$ cat src/rtl/alu_issue_stage_if.sv
// Handshake bundle between the register-read stage, the issue stage and the ALU.
// The slave modport is the issue stage's view. The master modport is the surrounding pipeline's view.
interface alu_issue_stage_if #(
    parameter int CNT_W = 16
);
    logic             in_valid;
    logic             in_ready;
    logic [31:0]      instr;
    logic [31:0]      rs1_data;
    logic [31:0]      rs2_data;
    logic             out_valid;
    logic             out_ready;
    logic             add_en;
    logic             sub_en;
    logic             sra_en;
    logic             sll_en;
    logic             slt_en;
    logic             sltu_en;
    logic             xor_en;
    logic             srl_en;
    logic             or_en;
    logic             and_en;
    logic [31:0]      op_a;
    logic [31:0]      op_b;
    logic [4:0]       rd_addr;
    logic             illegal;
    logic [CNT_W-1:0] illegal_count;

    modport slave (
        input  in_valid, instr, rs1_data, rs2_data, out_ready,
        output in_ready, out_valid,
        output add_en, sub_en, sra_en, sll_en, slt_en, sltu_en,
        output xor_en, srl_en, or_en, and_en,
        output op_a, op_b, rd_addr, illegal, illegal_count
    );

    modport master (
        output in_valid, instr, rs1_data, rs2_data, out_ready,
        input  in_ready, out_valid,
        input  add_en, sub_en, sra_en, sll_en, slt_en, sltu_en,
        input  xor_en, srl_en, or_en, and_en,
        input  op_a, op_b, rd_addr, illegal, illegal_count
    );
endinterface

$ cat src/rtl/alu_issue_stage.sv
// RV32I OP/OP-IMM decode and issue register: one-hot ALU strobes plus operands, valid/ready out.
// Valid/ready: a transfer happens on a rising edge where valid && ready; valid never waits on ready.
module alu_issue_stage #(
    parameter int IMM_W = 12,
    parameter int CNT_W = 16
) (
    input  logic              clk,
    input  logic              rst_n,
    input  logic              flush,
    alu_issue_stage_if.slave  bus
);
    // Bit positions of the one-hot enable vector
    localparam int B_ADD  = 0;
    localparam int B_SUB  = 1;
    localparam int B_SRA  = 2;
    localparam int B_SLL  = 3;
    localparam int B_SLT  = 4;
    localparam int B_SLTU = 5;
    localparam int B_XOR  = 6;
    localparam int B_SRL  = 7;
    localparam int B_OR   = 8;
    localparam int B_AND  = 9;

    localparam logic [6:0] OPC_OP     = 7'b0110011;
    localparam logic [6:0] OPC_OP_IMM = 7'b0010011;
    localparam logic [6:0] F7_ZERO    = 7'b0000000;
    localparam logic [6:0] F7_ALT     = 7'b0100000;

    typedef enum logic {
        EMPTY = 1'b0,
        FULL  = 1'b1
    } state_e;

    state_e           state_q, state_d;
    logic [9:0]       en_q, en_d;
    logic             ill_q, ill_d;
    logic [31:0]      opa_q, opa_d;
    logic [31:0]      opb_q, opb_d;
    logic [4:0]       rd_q, rd_d;
    logic [CNT_W-1:0] cnt_q, cnt_d;

    logic [6:0]  opcode;
    logic [2:0]  funct3;
    logic [6:0]  funct7;
    logic [31:0] imm_sext;
    logic [9:0]  dec_en;
    logic        dec_ill;
    logic [31:0] dec_opb;
    logic        accept;
    logic        drain;
    logic        unused_rs1_field;

    assign opcode   = bus.instr[6:0];
    assign funct3   = bus.instr[14:12];
    assign funct7   = bus.instr[31:25];
    assign imm_sext = {{(32-IMM_W){bus.instr[19+IMM_W]}}, bus.instr[19+IMM_W:20]};
    assign unused_rs1_field = ^bus.instr[19:15];

    function automatic logic [9:0] f3_onehot(input logic [2:0] f3);
        logic [9:0] e;
        e = '0;
        case (f3)
            3'b000:  e[B_ADD]  = 1'b1;
            3'b001:  e[B_SLL]  = 1'b1;
            3'b010:  e[B_SLT]  = 1'b1;
            3'b011:  e[B_SLTU] = 1'b1;
            3'b100:  e[B_XOR]  = 1'b1;
            3'b101:  e[B_SRL]  = 1'b1;
            3'b110:  e[B_OR]   = 1'b1;
            default: e[B_AND]  = 1'b1;
        endcase
        return e;
    endfunction

    always_comb begin
        dec_en  = '0;
        dec_ill = 1'b0;
        dec_opb = bus.rs2_data;
        case (opcode)
            OPC_OP: begin
                if (funct7 == F7_ZERO) begin
                    dec_en = f3_onehot(funct3);
                end else if (funct7 == F7_ALT && funct3 == 3'b000) begin
                    dec_en[B_SUB] = 1'b1;
                end else if (funct7 == F7_ALT && funct3 == 3'b101) begin
                    dec_en[B_SRA] = 1'b1;
                end else begin
                    dec_ill = 1'b1;
                end
            end
            OPC_OP_IMM: begin
                // Shift-immediates reuse the upper immediate bits as a funct7 qualifier
                dec_opb = imm_sext;
                if (funct3 == 3'b001) begin
                    if (funct7 == F7_ZERO) dec_en[B_SLL] = 1'b1;
                    else                   dec_ill = 1'b1;
                end else if (funct3 == 3'b101) begin
                    if (funct7 == F7_ZERO)     dec_en[B_SRL] = 1'b1;
                    else if (funct7 == F7_ALT) dec_en[B_SRA] = 1'b1;
                    else                       dec_ill = 1'b1;
                end else begin
                    dec_en = f3_onehot(funct3);
                end
            end
            default: dec_ill = 1'b1;
        endcase
    end

    assign bus.in_ready = (state_q == EMPTY) || bus.out_ready;
    assign accept       = bus.in_valid && bus.in_ready && !flush;
    assign drain        = (state_q == FULL) && bus.out_ready;

    always_comb begin
        state_d = state_q;
        if (flush)       state_d = EMPTY;
        else if (accept) state_d = FULL;
        else if (drain)  state_d = EMPTY;
    end

    always_comb begin
        en_d  = en_q;
        ill_d = ill_q;
        opa_d = opa_q;
        opb_d = opb_q;
        rd_d  = rd_q;
        cnt_d = cnt_q;
        if (flush) begin
            en_d  = '0;
            ill_d = 1'b0;
        end else if (accept) begin
            en_d  = dec_en;
            ill_d = dec_ill;
            opa_d = bus.rs1_data;
            opb_d = dec_opb;
            rd_d  = bus.instr[11:7];
            if (dec_ill && cnt_q != {CNT_W{1'b1}}) cnt_d = cnt_q + 1'b1;
        end else if (drain) begin
            en_d  = '0;
            ill_d = 1'b0;
        end
    end

    always_ff @(posedge clk or negedge rst_n) begin
        if (!rst_n) begin
            state_q <= EMPTY;
            en_q    <= '0;
            ill_q   <= 1'b0;
            opa_q   <= '0;
            opb_q   <= '0;
            rd_q    <= '0;
            cnt_q   <= '0;
        end else begin
            state_q <= state_d;
            en_q    <= en_d;
            ill_q   <= ill_d;
            opa_q   <= opa_d;
            opb_q   <= opb_d;
            rd_q    <= rd_d;
            cnt_q   <= cnt_d;
        end
    end

    assign bus.out_valid     = (state_q == FULL);
    assign bus.add_en        = en_q[B_ADD];
    assign bus.sub_en        = en_q[B_SUB];
    assign bus.sra_en        = en_q[B_SRA];
    assign bus.sll_en        = en_q[B_SLL];
    assign bus.slt_en        = en_q[B_SLT];
    assign bus.sltu_en       = en_q[B_SLTU];
    assign bus.xor_en        = en_q[B_XOR];
    assign bus.srl_en        = en_q[B_SRL];
    assign bus.or_en         = en_q[B_OR];
    assign bus.and_en        = en_q[B_AND];
    assign bus.op_a          = opa_q;
    assign bus.op_b          = opb_q;
    assign bus.rd_addr       = rd_q;
    assign bus.illegal       = ill_q;
    assign bus.illegal_count = cnt_q;
endmodule

$ cat src/flat_wrapper.sv
// flat-port wrapper written by rule: the top's interface ports become plain ports
module alu_issue_stage_flat 
#(
    parameter int IMM_W = 12,
    parameter int CNT_W = 16
)
  (clk, rst_n, flush, bus_in_valid, bus_instr, bus_rs1_data, bus_rs2_data, bus_out_ready, bus_in_ready, bus_out_valid, bus_add_en, bus_sub_en, bus_sra_en, bus_sll_en, bus_slt_en, bus_sltu_en, bus_xor_en, bus_srl_en, bus_or_en, bus_and_en, bus_op_a, bus_op_b, bus_rd_addr, bus_illegal, bus_illegal_count);
  alu_issue_stage_if #(.CNT_W(CNT_W)) bus_i ();
  input  logic clk;
  input  logic rst_n;
  input  logic flush;
  input wire logic [$bits(bus_i.in_valid)-1:0] bus_in_valid;
  input wire logic [$bits(bus_i.instr)-1:0] bus_instr;
  input wire logic [$bits(bus_i.rs1_data)-1:0] bus_rs1_data;
  input wire logic [$bits(bus_i.rs2_data)-1:0] bus_rs2_data;
  input wire logic [$bits(bus_i.out_ready)-1:0] bus_out_ready;
  output wire logic [$bits(bus_i.in_ready)-1:0] bus_in_ready;
  output wire logic [$bits(bus_i.out_valid)-1:0] bus_out_valid;
  output wire logic [$bits(bus_i.add_en)-1:0] bus_add_en;
  output wire logic [$bits(bus_i.sub_en)-1:0] bus_sub_en;
  output wire logic [$bits(bus_i.sra_en)-1:0] bus_sra_en;
  output wire logic [$bits(bus_i.sll_en)-1:0] bus_sll_en;
  output wire logic [$bits(bus_i.slt_en)-1:0] bus_slt_en;
  output wire logic [$bits(bus_i.sltu_en)-1:0] bus_sltu_en;
  output wire logic [$bits(bus_i.xor_en)-1:0] bus_xor_en;
  output wire logic [$bits(bus_i.srl_en)-1:0] bus_srl_en;
  output wire logic [$bits(bus_i.or_en)-1:0] bus_or_en;
  output wire logic [$bits(bus_i.and_en)-1:0] bus_and_en;
  output wire logic [$bits(bus_i.op_a)-1:0] bus_op_a;
  output wire logic [$bits(bus_i.op_b)-1:0] bus_op_b;
  output wire logic [$bits(bus_i.rd_addr)-1:0] bus_rd_addr;
  output wire logic [$bits(bus_i.illegal)-1:0] bus_illegal;
  output wire logic [$bits(bus_i.illegal_count)-1:0] bus_illegal_count;
  assign bus_i.in_valid = bus_in_valid;
  assign bus_i.instr = bus_instr;
  assign bus_i.rs1_data = bus_rs1_data;
  assign bus_i.rs2_data = bus_rs2_data;
  assign bus_i.out_ready = bus_out_ready;
  assign bus_in_ready = bus_i.in_ready;
  assign bus_out_valid = bus_i.out_valid;
  assign bus_add_en = bus_i.add_en;
  assign bus_sub_en = bus_i.sub_en;
  assign bus_sra_en = bus_i.sra_en;
  assign bus_sll_en = bus_i.sll_en;
  assign bus_slt_en = bus_i.slt_en;
  assign bus_sltu_en = bus_i.sltu_en;
  assign bus_xor_en = bus_i.xor_en;
  assign bus_srl_en = bus_i.srl_en;
  assign bus_or_en = bus_i.or_en;
  assign bus_and_en = bus_i.and_en;
  assign bus_op_a = bus_i.op_a;
  assign bus_op_b = bus_i.op_b;
  assign bus_rd_addr = bus_i.rd_addr;
  assign bus_illegal = bus_i.illegal;
  assign bus_illegal_count = bus_i.illegal_count;
  alu_issue_stage #(.IMM_W(IMM_W), .CNT_W(CNT_W)) u_core (.clk(clk), .rst_n(rst_n), .flush(flush), .bus(bus_i));
endmodule
$ cat config.mk
export PLATFORM = sky130hd
export DESIGN_NAME = alu_issue_stage_flat
export DESIGN_NICKNAME = d
export VERILOG_FILES = /design/src/rtl/alu_issue_stage_if.sv /design/src/rtl/alu_issue_stage.sv /design/src/flat_wrapper.sv
export SDC_FILE = /design/constraint.sdc
export NUM_CORES = 1
export LEC_CHECK = 0
export ABC_AREA = 1
export BUFFER_PORTS_ARGS = -buffer_cell sky130_fd_sc_hd__buf_2
export CAP_MARGIN = 25
export CORE_MARGIN = 3
export CORE_UTILIZATION = 47
export CTS_CLUSTER_DIAMETER = 150
export DETAILED_ROUTE_END_ITERATION = 12
export PLACE_DENSITY = 0.83
export SLEW_MARGIN = 20
export SYNTH_ARGS = -nofsm -noshare
export SYNTH_HDL_FRONTEND = slang
export SYNTH_SLANG_ARGS = --single-unit
export TNS_END_PERCENT = 10
$ cat constraint.sdc
create_clock -name clk -period 2.2 [get_ports clk]
set_input_delay 0.44 -clock clk [delete_from_list [all_inputs] [get_ports clk]]
set_output_delay 0.44 -clock clk [all_outputs]
set_load 0.005 [all_outputs]
==> results.json, run 1 <==
{
  "ctsResizeCount": 0,
  "slew-limit-headroom_pct": 66.5,
  "path_clk_slew_ns": 0.10,
  "antenna_cells": 0,
  "grt_pass1_wl_um": 19500,
  "whs_ns": 0.269,
  "hold_viol": 0,
  "holdPathStages": 3,
  "die_area_um2": 10500,
  "rows": 34,
  "max_cap_violations": 0,
  "cp_top_family": "simple AND/OR/NAND/NOR gates",
  "crit_top_cell": "nand2_1",
  "ys_seq_area_share_pct": 55.3,
  "dieWidth_um": 103,
  "overflow": 0,
  "critPathMaxFanout": 17,
  "r2r_slack_ns": 0.23,
  "vdd_drop_max_v": 0.000437,
  "synthAdderAreaFrac_pct": 0.285,
  "worstPathRequired_ns": 2.50,
  "syn_inst": 540,
  "max_freq_mhz": 509,
  "hp-class": "in2reg",
  "synth_edf_count": 0,
  "cp.buffers_inverters": 0,
  "vias": 4224,
  "cts_buffer_depth": 2,
  "cp-start-kind": "register",
  "portBuffers": 193,
  "io-pin-count": 199,
  "synth_compound_gate_area_share_pct": 6.61,
  "cts_buffers": 9,
  "wl_per_cell_um": 14.4,
  "first_iter_violations": 186,
  "p_leak_nw": 3.21,
  "syn2layout_area_growth_pct": 29.4,
  "die_y_um": 103,
  "firstDrtPassIters": 5,
  "slew_violations": 0,
  "clock_sink_count": 97,
  "vias_per_cell": 5.02,
  "status": "complete, no violations",
  "routabilityCongestion": 0.853,
  "skew_ns": 0.00955,
  "endpoint_kind": "register",
  "min_from": "bus_rs1_data[2]",
  "grt_util_all_layers_pct": 23.5,
  "critical_path.slowest_cell": "dfrtp_1",
  "synth_ff_type": "dfrtp_1",
  "synth_cell_types": 25,
  "core_area_um2": 8890,
  "yosysMostFrequentCell": "nand2_1",
  "synthesis.nets": 642,
  "drive_gt1_share_pct": 31.9,
  "initial_core_util_pct": 49.4,
  "drt-total-wl_um": 12100,
  "drc": 0,
  "ant_nets": 0,
  "holdPathEnd": "u_core.bus.op_a[2]",
  "rsz0062_at_grt": "no",
  "grt_pass1_vias": 4083,
  "synth-simple-area-share_pct": 30.7,
  "synth_mux_area_share_pct": 0,
  "cts_tree": "done",
  "finalSetupViolations": 0,
  "rr_endpoint": "u_core.bus.illegal_count[14]",
  "cellPowerDensity_nw_per_um2": 730,
  "ys_ff_latch": 97,
  "layout.nets": 830,
  "hpwlAfterDp_um": 8980,
  "synth_area_leaders": "dfrtp_1 55%, nand2_1 19%, nor2_1 4.7%, o21ai_1 3.8%, nand4_1 2.7%",
  "max_stage_delay_ns": 0.44,
  "yosysWarnings": 0,
  "synth_area_um2": 4390,
  "cts_root_buf": "clkbuf_8",
  "insertion_delay_ns": 0.36,
  "crit_chain": "ha_1 -> nand2_1 -> nor2_2 -> nand3b_4 -> nor2_4 -> nand4_4 -> nand3_4 -> nand2_1 -> nand2_1",
  "synthArstFlopShare_pct": 100,
  "grt_max_degree": 53,
  "synth_top_family_by_area": "simple AND/OR/NAND/NOR gates",
  "fin_crit_ns": 1.97,
  "htreeDepth": 3,
  "synth_top_cell_by_area": "dfrtp_1",
  "synth_top_area_share_pct": 55.3,
  "synth.top_cells.by_count": "220 x nand2_1, 97 x dfrtp_1, 55 x nor2_1",
  "setup_tns_ns": 0,
  "reg2reg_depth": 9,
  "period_share_pct": 89.4,
  "r2r_start": "u_core.bus.illegal_count[0]",
  "path_class": "reg2reg",
  "tightest_slew_ns": 0.503,
  "antenna_found_initial": 0,
  "postCtsHoldBufs": 1,
  "crit_arrival_ns": 2.26,
  "synth_xor_area_share_pct": 2.39,
  "avgSynthCellArea_um2": 8.13,
  "post-cts-setup-buffer-count": 0
}
-- per-stage QoR --
stage          setup WS (ns)  utilization [%]  cells  total power, mW  area [µm²]
6_report               0.234             63.9    841             4.15        5680
5_1_grt               0.0396             63.9    841             4.40        5680
4_1_cts                0.274             63.9    841             4.19        5680
3_5_place_dp           0.296             61.6    824             2.99        5470
3_3_place_gp           0.369             61.6    824             2.95        5470
2_1_floorplan          0.549                -    540             2.52        4390
-- tightest hold or removal path, stage by stage --
cell and delay (ns):
buf_2 0.08, nand2_1 0.04, nand2_1 0.04
-- cell type report --
type                    count  area, µm²
clock inverters             7       76.3
flip-flops and latches     97       2430
clock buffers               9        124
well taps                 108        135
inverters                  26       97.6
repair buffers            202       1060
fillers                   762       3210
multi-input cells         392       1760
-- kinds of logic (layout without fill, tap and decap cells) --
family	Yosys count	in the layout
and+or+nand+nor	321	321
DFF	97	97
AOI/OAI and AO/OA	58	58
buffers and inverters	51	244
xor gates and xnor gates	12	12
adders and majority gates	1	1
-- metal layers --
layer / track usage, % / share of wire, % / vias to the layer above
met5: 0 / 0 / -
met4: 9.18 / 2.0 / 0
met3: 4.74 / 5.8 / 24
met2: 40.5 / 53 / 154
met1: 28.9 / 40 / 1962
li1: - / - / 2084
-- power by group --
| group | internal, mW | switching [mW] | leakage [nW] | total, mW |
|---|---|---|---|---|
| sequential | 2.01 | 0.149 | 1.21 | 2.16 |
| clock | 0.537 | 0.661 | 0.0966 | 1.20 |
| combinational | 0.367 | 0.426 | 1.90 | 0.793 |
| total | 2.91 | 1.24 | 3.21 | 4.15 |
-- worst max-delay path by stage --
stage,depth (start not counted),to,start
global route,9,u_core.bus.illegal_count[5],u_core.bus.illegal_count[0]
floorplan,9,u_core.bus.illegal_count[10],u_core.bus.illegal_count[0]
detailed placement,9,u_core.bus.illegal_count[8],u_core.bus.illegal_count[0]
finish,9,u_core.bus.illegal_count[14],u_core.bus.illegal_count[0]
CTS,9,u_core.bus.illegal_count[1],u_core.bus.illegal_count[0]
global placement,9,u_core.bus.illegal_count[15],u_core.bus.illegal_count[0]
-- layout by cell type (no fill, tap or decap) --
| master | count |
|---|---|
| clkinvlp_4 | 2 |
| clkinv_2 | 1 |
| xor2_1 | 8 |
| nand3b_4 | 1 |
| ha_1 | 1 |
| inv_2 | 8 |
| inv_6 | 3 |
| bufinv_16 | 1 |
| nor2_4 | 2 |
| nand3_2 | 1 |
| clkbuf_8 | 9 |
| buf_12 | 2 |
| nor2_2 | 1 |
| nand3_1 | 15 |
| o21ai_0 | 3 |
| nand3_4 | 1 |
| nand4_1 | 19 |
| nand4_4 | 1 |
| nand2_2 | 2 |
| o21ai_1 | 33 |
| nand2_1 | 220 |
| clkinv_1 | 1 |
| nor3_1 | 3 |
| dlygate4sd3_1 | 1 |
| a21oi_1 | 22 |
| nor2_1 | 55 |
| buf_2 | 192 |
| dfrtp_1 | 97 |
| buf_4 | 7 |
| inv_1 | 17 |
| xnor2_1 | 4 |
-- registers in the layout, summed over array words and instances, names as in the netlist --
signal / flops
u_core.bus.illegal: 1
u_core.bus.illegal_count: 16
u_core.bus.op_a: 32
u_core.bus.op_b: 32
u_core.bus.out_valid: 1
u_core.bus.rd_addr: 5
u_core.en_q: 10
Note: power is estimated with default switching activity, not from simulation.
==> run 2: changes to the inputs <==
CORE_UTILIZATION = 44   (was 47)
PLACE_DENSITY = 0.79   (was 0.83)
==> results.json, run 2 (same netlist as run 1, synthesis figures left out) <==
{
  "period_share_pct": 89.5,
  "multi_input_area_um2": 1760,
  "firstDrtPassIters": 5,
  "worstPathRequired_ns": 2.49,
  "cp_top_family": "simple AND/OR/NAND/NOR gates",
  "critical_path.slowest_cell": "dfrtp_1",
  "final_common_cell": "nand2_1",
  "cp-start-kind": "register",
  "crit_top_cell": "nand2_1",
  "die_area_um2": 11200,
  "rsz0062_at_grt": "no",
  "status": "complete, no violations",
  "io-pin-count": 199,
  "p_leak_nw": 3.21,
  "vdd_drop_max_v": 0.000438,
  "grt_pass1_wl_um": 19400,
  "vias": 4257,
  "wl_per_cell_um": 13.6,
  "overflow": 0,
  "antenna_cells": 0,
  "drc": 0,
  "r2r_start": "u_core.bus.illegal_count[0]",
  "cts_tree": "done",
  "hold_viol": 0,
  "tightest_slew_ns": 0.518,
  "whs_ns": 0.0282,
  "hp-class": "in2async",
  "finalSetupViolations": 0,
  "path_class": "reg2reg",
  "hpwlAfterDp_um": 8720,
  "cellPowerDensity_nw_per_um2": 728,
  "antenna_found_initial": 0,
  "setup_tns_ns": 0,
  "dieWidth_um": 106,
  "grt_max_degree": 50,
  "first_iter_violations": 184,
  "cp.depth": 9,
  "final_cell_mix": "220 x nand2_1, 192 x buf_2, 97 x dfrtp_1, 55 x nor2_1, 33 x o21ai_1",
  "routabilityCongestion": 0.835,
  "postCtsHoldBufs": 0,
  "core_area_um2": 9460,
  "portBuffers": 193,
  "cts_root_buf": "clkbuf_8",
  "layout.nets": 829,
  "regArea_um2": 2430,
  "cts_buffer_depth": 2,
  "reg2reg_depth": 9,
  "post-cts-setup-buffer-count": 0,
  "endpoint_kind": "register",
  "placed_cells": 845,
  "skew_ns": 0.00996,
  "drt-total-wl_um": 11700,
  "cts_buffers": 9,
  "vias_per_cell": 4.94,
  "crit_arrival_ns": 2.26,
  "grt_util_all_layers_pct": 21.4,
  "max_stage_delay_ns": 0.43,
  "drive_gt1_share_pct": 32.0,
  "crit_chain": "ha_1 -> nand2_1 -> nor2_2 -> nand3b_4 -> nor2_4 -> nand4_4 -> nand3_4 -> nand2_1 -> nand2_1",
  "clock_sink_count": 97,
  "insertion_delay_ns": 0.35,
  "setup_slack_ns": 0.232,
  "rows": 35,
  "fillers": 878,
  "place_ws_ns": 0.264,
  "slew-limit-headroom_pct": 65.5,
  "fin_crit_ns": 1.97,
  "final_cells": 861,
  "grt_pass1_vias": 4179,
  "cp.buffers_inverters": 0,
  "die_y_um": 106,
  "syn2layout_area_growth_pct": 29.7,
  "ctsResizeCount": 0,
  "slew_violations": 0,
  "max_freq_mhz": 508,
  "critPathMaxFanout": 17,
  "ant_nets": 0,
  "max_cap_violations": 0,
  "path_clk_slew_ns": 0.10,
  "worstSetupStartpoint": "u_core.bus.illegal_count[0]",
  "initial_core_util_pct": 46.4,
  "htreeDepth": 3
}
## run 2: cell count changes in the layout (fill, tap and decap cells not counted), sizes merged
cell	previous run	this run
dlygate4sd3	1	0
clkinvlp	2	1
inv	28	29
## run 2: per-stage QoR
step / instance area, µm² / util (%) / total power [mW]
2_1_floorplan: 4390 / - / 2.52
3_3_place_gp: 5490 / 58.0 / 2.95
3_5_place_dp: 5490 / 58.0 / 2.99
4_1_cts: 5690 / 60.2 / 4.20
5_1_grt: 5690 / 60.2 / 4.40
6_report: 5690 / 60.2 / 4.14
## run 2: worst reg2reg max path: cells and delay by family (launching register included)
family | cells | cell delay [ns]
adder cells (fa/ha/maj) | 1 | 0.21
flip-flops | 1 | 0.43
AND/OR/NAND/NOR | 8 | 1.29
## run 2: worst paths after layout
check | to | slack (ns)
min reg2reg | u_core.bus.op_a[15] | 0.48
max reg2reg | u_core.bus.illegal_count[2] | 0.23
min in group clk | u_core.bus.rd_addr[2] | 0.27
max in group asynchronous | u_core.bus.op_a[30] | 1.55
max | u_core.bus.illegal_count[2] | 0.23
min | u_core.en_q[0] | 0.03
## run 2: final cells by class
| cell class | count | area share [%] |
|---|---|---|
| clock buffer | 9 | 2.18 |
| clock inverter | 7 | 1.47 |
| inverter | 26 | 1.71 |
| multi-input combinational | 392 | 30.9 |
| sequential | 97 | 42.6 |
| tap | 129 | 2.83 |
| timing repair buffer | 201 | 18.3 |
## run 2: power by group
group,switching [mW],internal (mW)
Clock,0.655,0.548
Sequential,0.150,2.01
Combinational,0.418,0.362
## run 2: metal layers
layer | vias up | global-route usage, % | routed length [µm]
met5 | - | 0 | 0
met4 | 0 | 7.12 | 208
met3 | 23 | 6.86 | 1110
met2 | 170 | 36.7 | 5760
met1 | 1982 | 25.3 | 4660
li1 | 2082 | - | -
==> run 3: changes to the inputs <==
REMOVE_ABC_BUFFERS = 1   (was not set)
==> results.json, run 3 (same netlist as run 1, synthesis figures left out) <==
{
  "io-pin-count": 199,
  "first_iter_violations": 197,
  "fillers": 863,
  "p_leak_nw": 3.20,
  "critPathMaxFanout": 17,
  "wl_per_cell_um": 13.8,
  "hp-class": "in2async",
  "grt_util_all_layers_pct": 21.6,
  "path_clk_slew_ns": 0.10,
  "vias": 4228,
  "max_cap_violations": 0,
  "final_area_um2": 5690,
  "finish.utilization_pct": 60.1,
  "skew_ns": 0.0115,
  "final_cells": 860,
  "slew-limit-headroom_pct": 65.9,
  "ant_nets": 0,
  "die_y_um": 106,
  "setup_tns_ns": 0,
  "layout.nets": 828,
  "cp-start-kind": "register",
  "core_area_um2": 9460,
  "crit_chain": "ha_1 -> nand2_1 -> nor2_2 -> nand3b_4 -> nor2_4 -> nand4_4 -> nand3_4 -> nand2_1 -> nand2_1",
  "cellPowerDensity_nw_per_um2": 712,
  "cts_buffers": 9,
  "portBuffers": 193,
  "postCtsHoldBufs": 0,
  "post_dp_cell_area_um2": 5500,
  "routabilityCongestion": 0.840,
  "finalSetupViolations": 0,
  "drive_gt1_share_pct": 31.9,
  "antenna_found_initial": 1,
  "post-cts-setup-buffer-count": 0,
  "rsz0062_at_grt": "no",
  "grt_pass1_wl_um": 19700,
  "cts_buffer_depth": 2,
  "hold_viol": 0,
  "setup_slack_ns": 0.271,
  "worstPathRequired_ns": 2.48,
  "drt-total-wl_um": 11900,
  "die_area_um2": 11200,
  "cts_root_buf": "clkbuf_8",
  "final_common_cell": "nand2_1",
  "rows": 35,
  "crit_arrival_ns": 2.21,
  "final_cell_mix": "220 x nand2_1, 192 x buf_2, 97 x dfrtp_1, 55 x nor2_1, 33 x o21ai_1",
  "multi_input_area_um2": 1760,
  "dieWidth_um": 106,
  "placed_cells": 844,
  "max_stage_delay_ns": 0.43,
  "grt_max_degree": 52,
  "syn2layout_area_growth_pct": 29.5,
  "clock_sink_count": 97,
  "status": "complete, no violations",
  "initial_core_util_pct": 46.4,
  "crit_top_cell": "nand2_1",
  "max_freq_mhz": 518,
  "vias_per_cell": 4.92,
  "regArea_um2": 2430,
  "place_ws_ns": 0.271,
  "antenna_cells": 0,
  "hpwlAfterDp_um": 8780,
  "insertion_delay_ns": 0.35,
  "grt_pass1_vias": 4150,
  "path_class": "reg2reg",
  "slew_violations": 0,
  "p_total_mw": 4.05,
  "period_share_pct": 87.7,
  "ctsResizeCount": 0,
  "htreeDepth": 3,
  "critical_path.slowest_cell": "dfrtp_1",
  "fin_crit_ns": 1.93,
  "tightest_slew_ns": 0.511,
  "whs_ns": 0.0487,
  "vdd_drop_max_v": 0.000377,
  "firstDrtPassIters": 4,
  "overflow": 0,
  "drc": 0,
  "endpoint_kind": "register",
  "cts_tree": "done"
}
-- run 3: changes by cell type in the layout (fill, tap and decap cells not counted) --
cell	delta
buf_4	-3
buf_12	+2
inv_6	-2
bufinv_16	-1
clkinv_2	+1
clkinv_4	+1
inv_8	+1
-- run 3: worst max-delay path: cells and delay by family (launching register included) --
| kind | cells | cell delay (ns) |
|---|---|---|
| adders and majority gates | 1 | 0.21 |
| DFF | 1 | 0.43 |
| and+or+nand+nor | 8 | 1.24 |
-- run 3: final timing paths --
| check | slack (ns) | from | to | cells past startpoint |
|---|---|---|---|---|
| hold / removal | 0.05 | rst_n | u_core.en_q[0] | 1 |
| setup / recovery | 0.27 | u_core.bus.illegal_count[0] | u_core.bus.illegal_count[0] | 9 |
| hold reg to reg | 0.48 | u_core.bus.illegal | u_core.bus.illegal | 2 |
| max in group asynchronous | 1.51 | rst_n | u_core.bus.op_a[31] | 2 |
| min in group clk | 0.27 | bus_rs1_data[6] | u_core.bus.op_a[6] | 3 |
| setup reg to reg | 0.27 | u_core.bus.illegal_count[0] | u_core.bus.illegal_count[0] | 9 |
-- run 3: layer usage --
metal / global-route usage, % / wire length [µm]
met1: 26.5 / 4830
met2: 37.2 / 5880
met3: 5.53 / 952
met4: 7.31 / 206
met5: 0 / 13
-- run 3: layout make-up --
class	instances	area share, %
clock inverter	7	1.08
inverter	26	1.72
sequential	97	42.7
timing repair buffer	200	18.6
multi-input combinational	392	30.9
tap	129	2.84
clock buffer	9	2.18
-- run 3: power breakdown --
group          switching (mW)  internal (mW)
combinational           0.420          0.367
sequential              0.150           2.01
clock                   0.668          0.434
total                    1.24           2.81
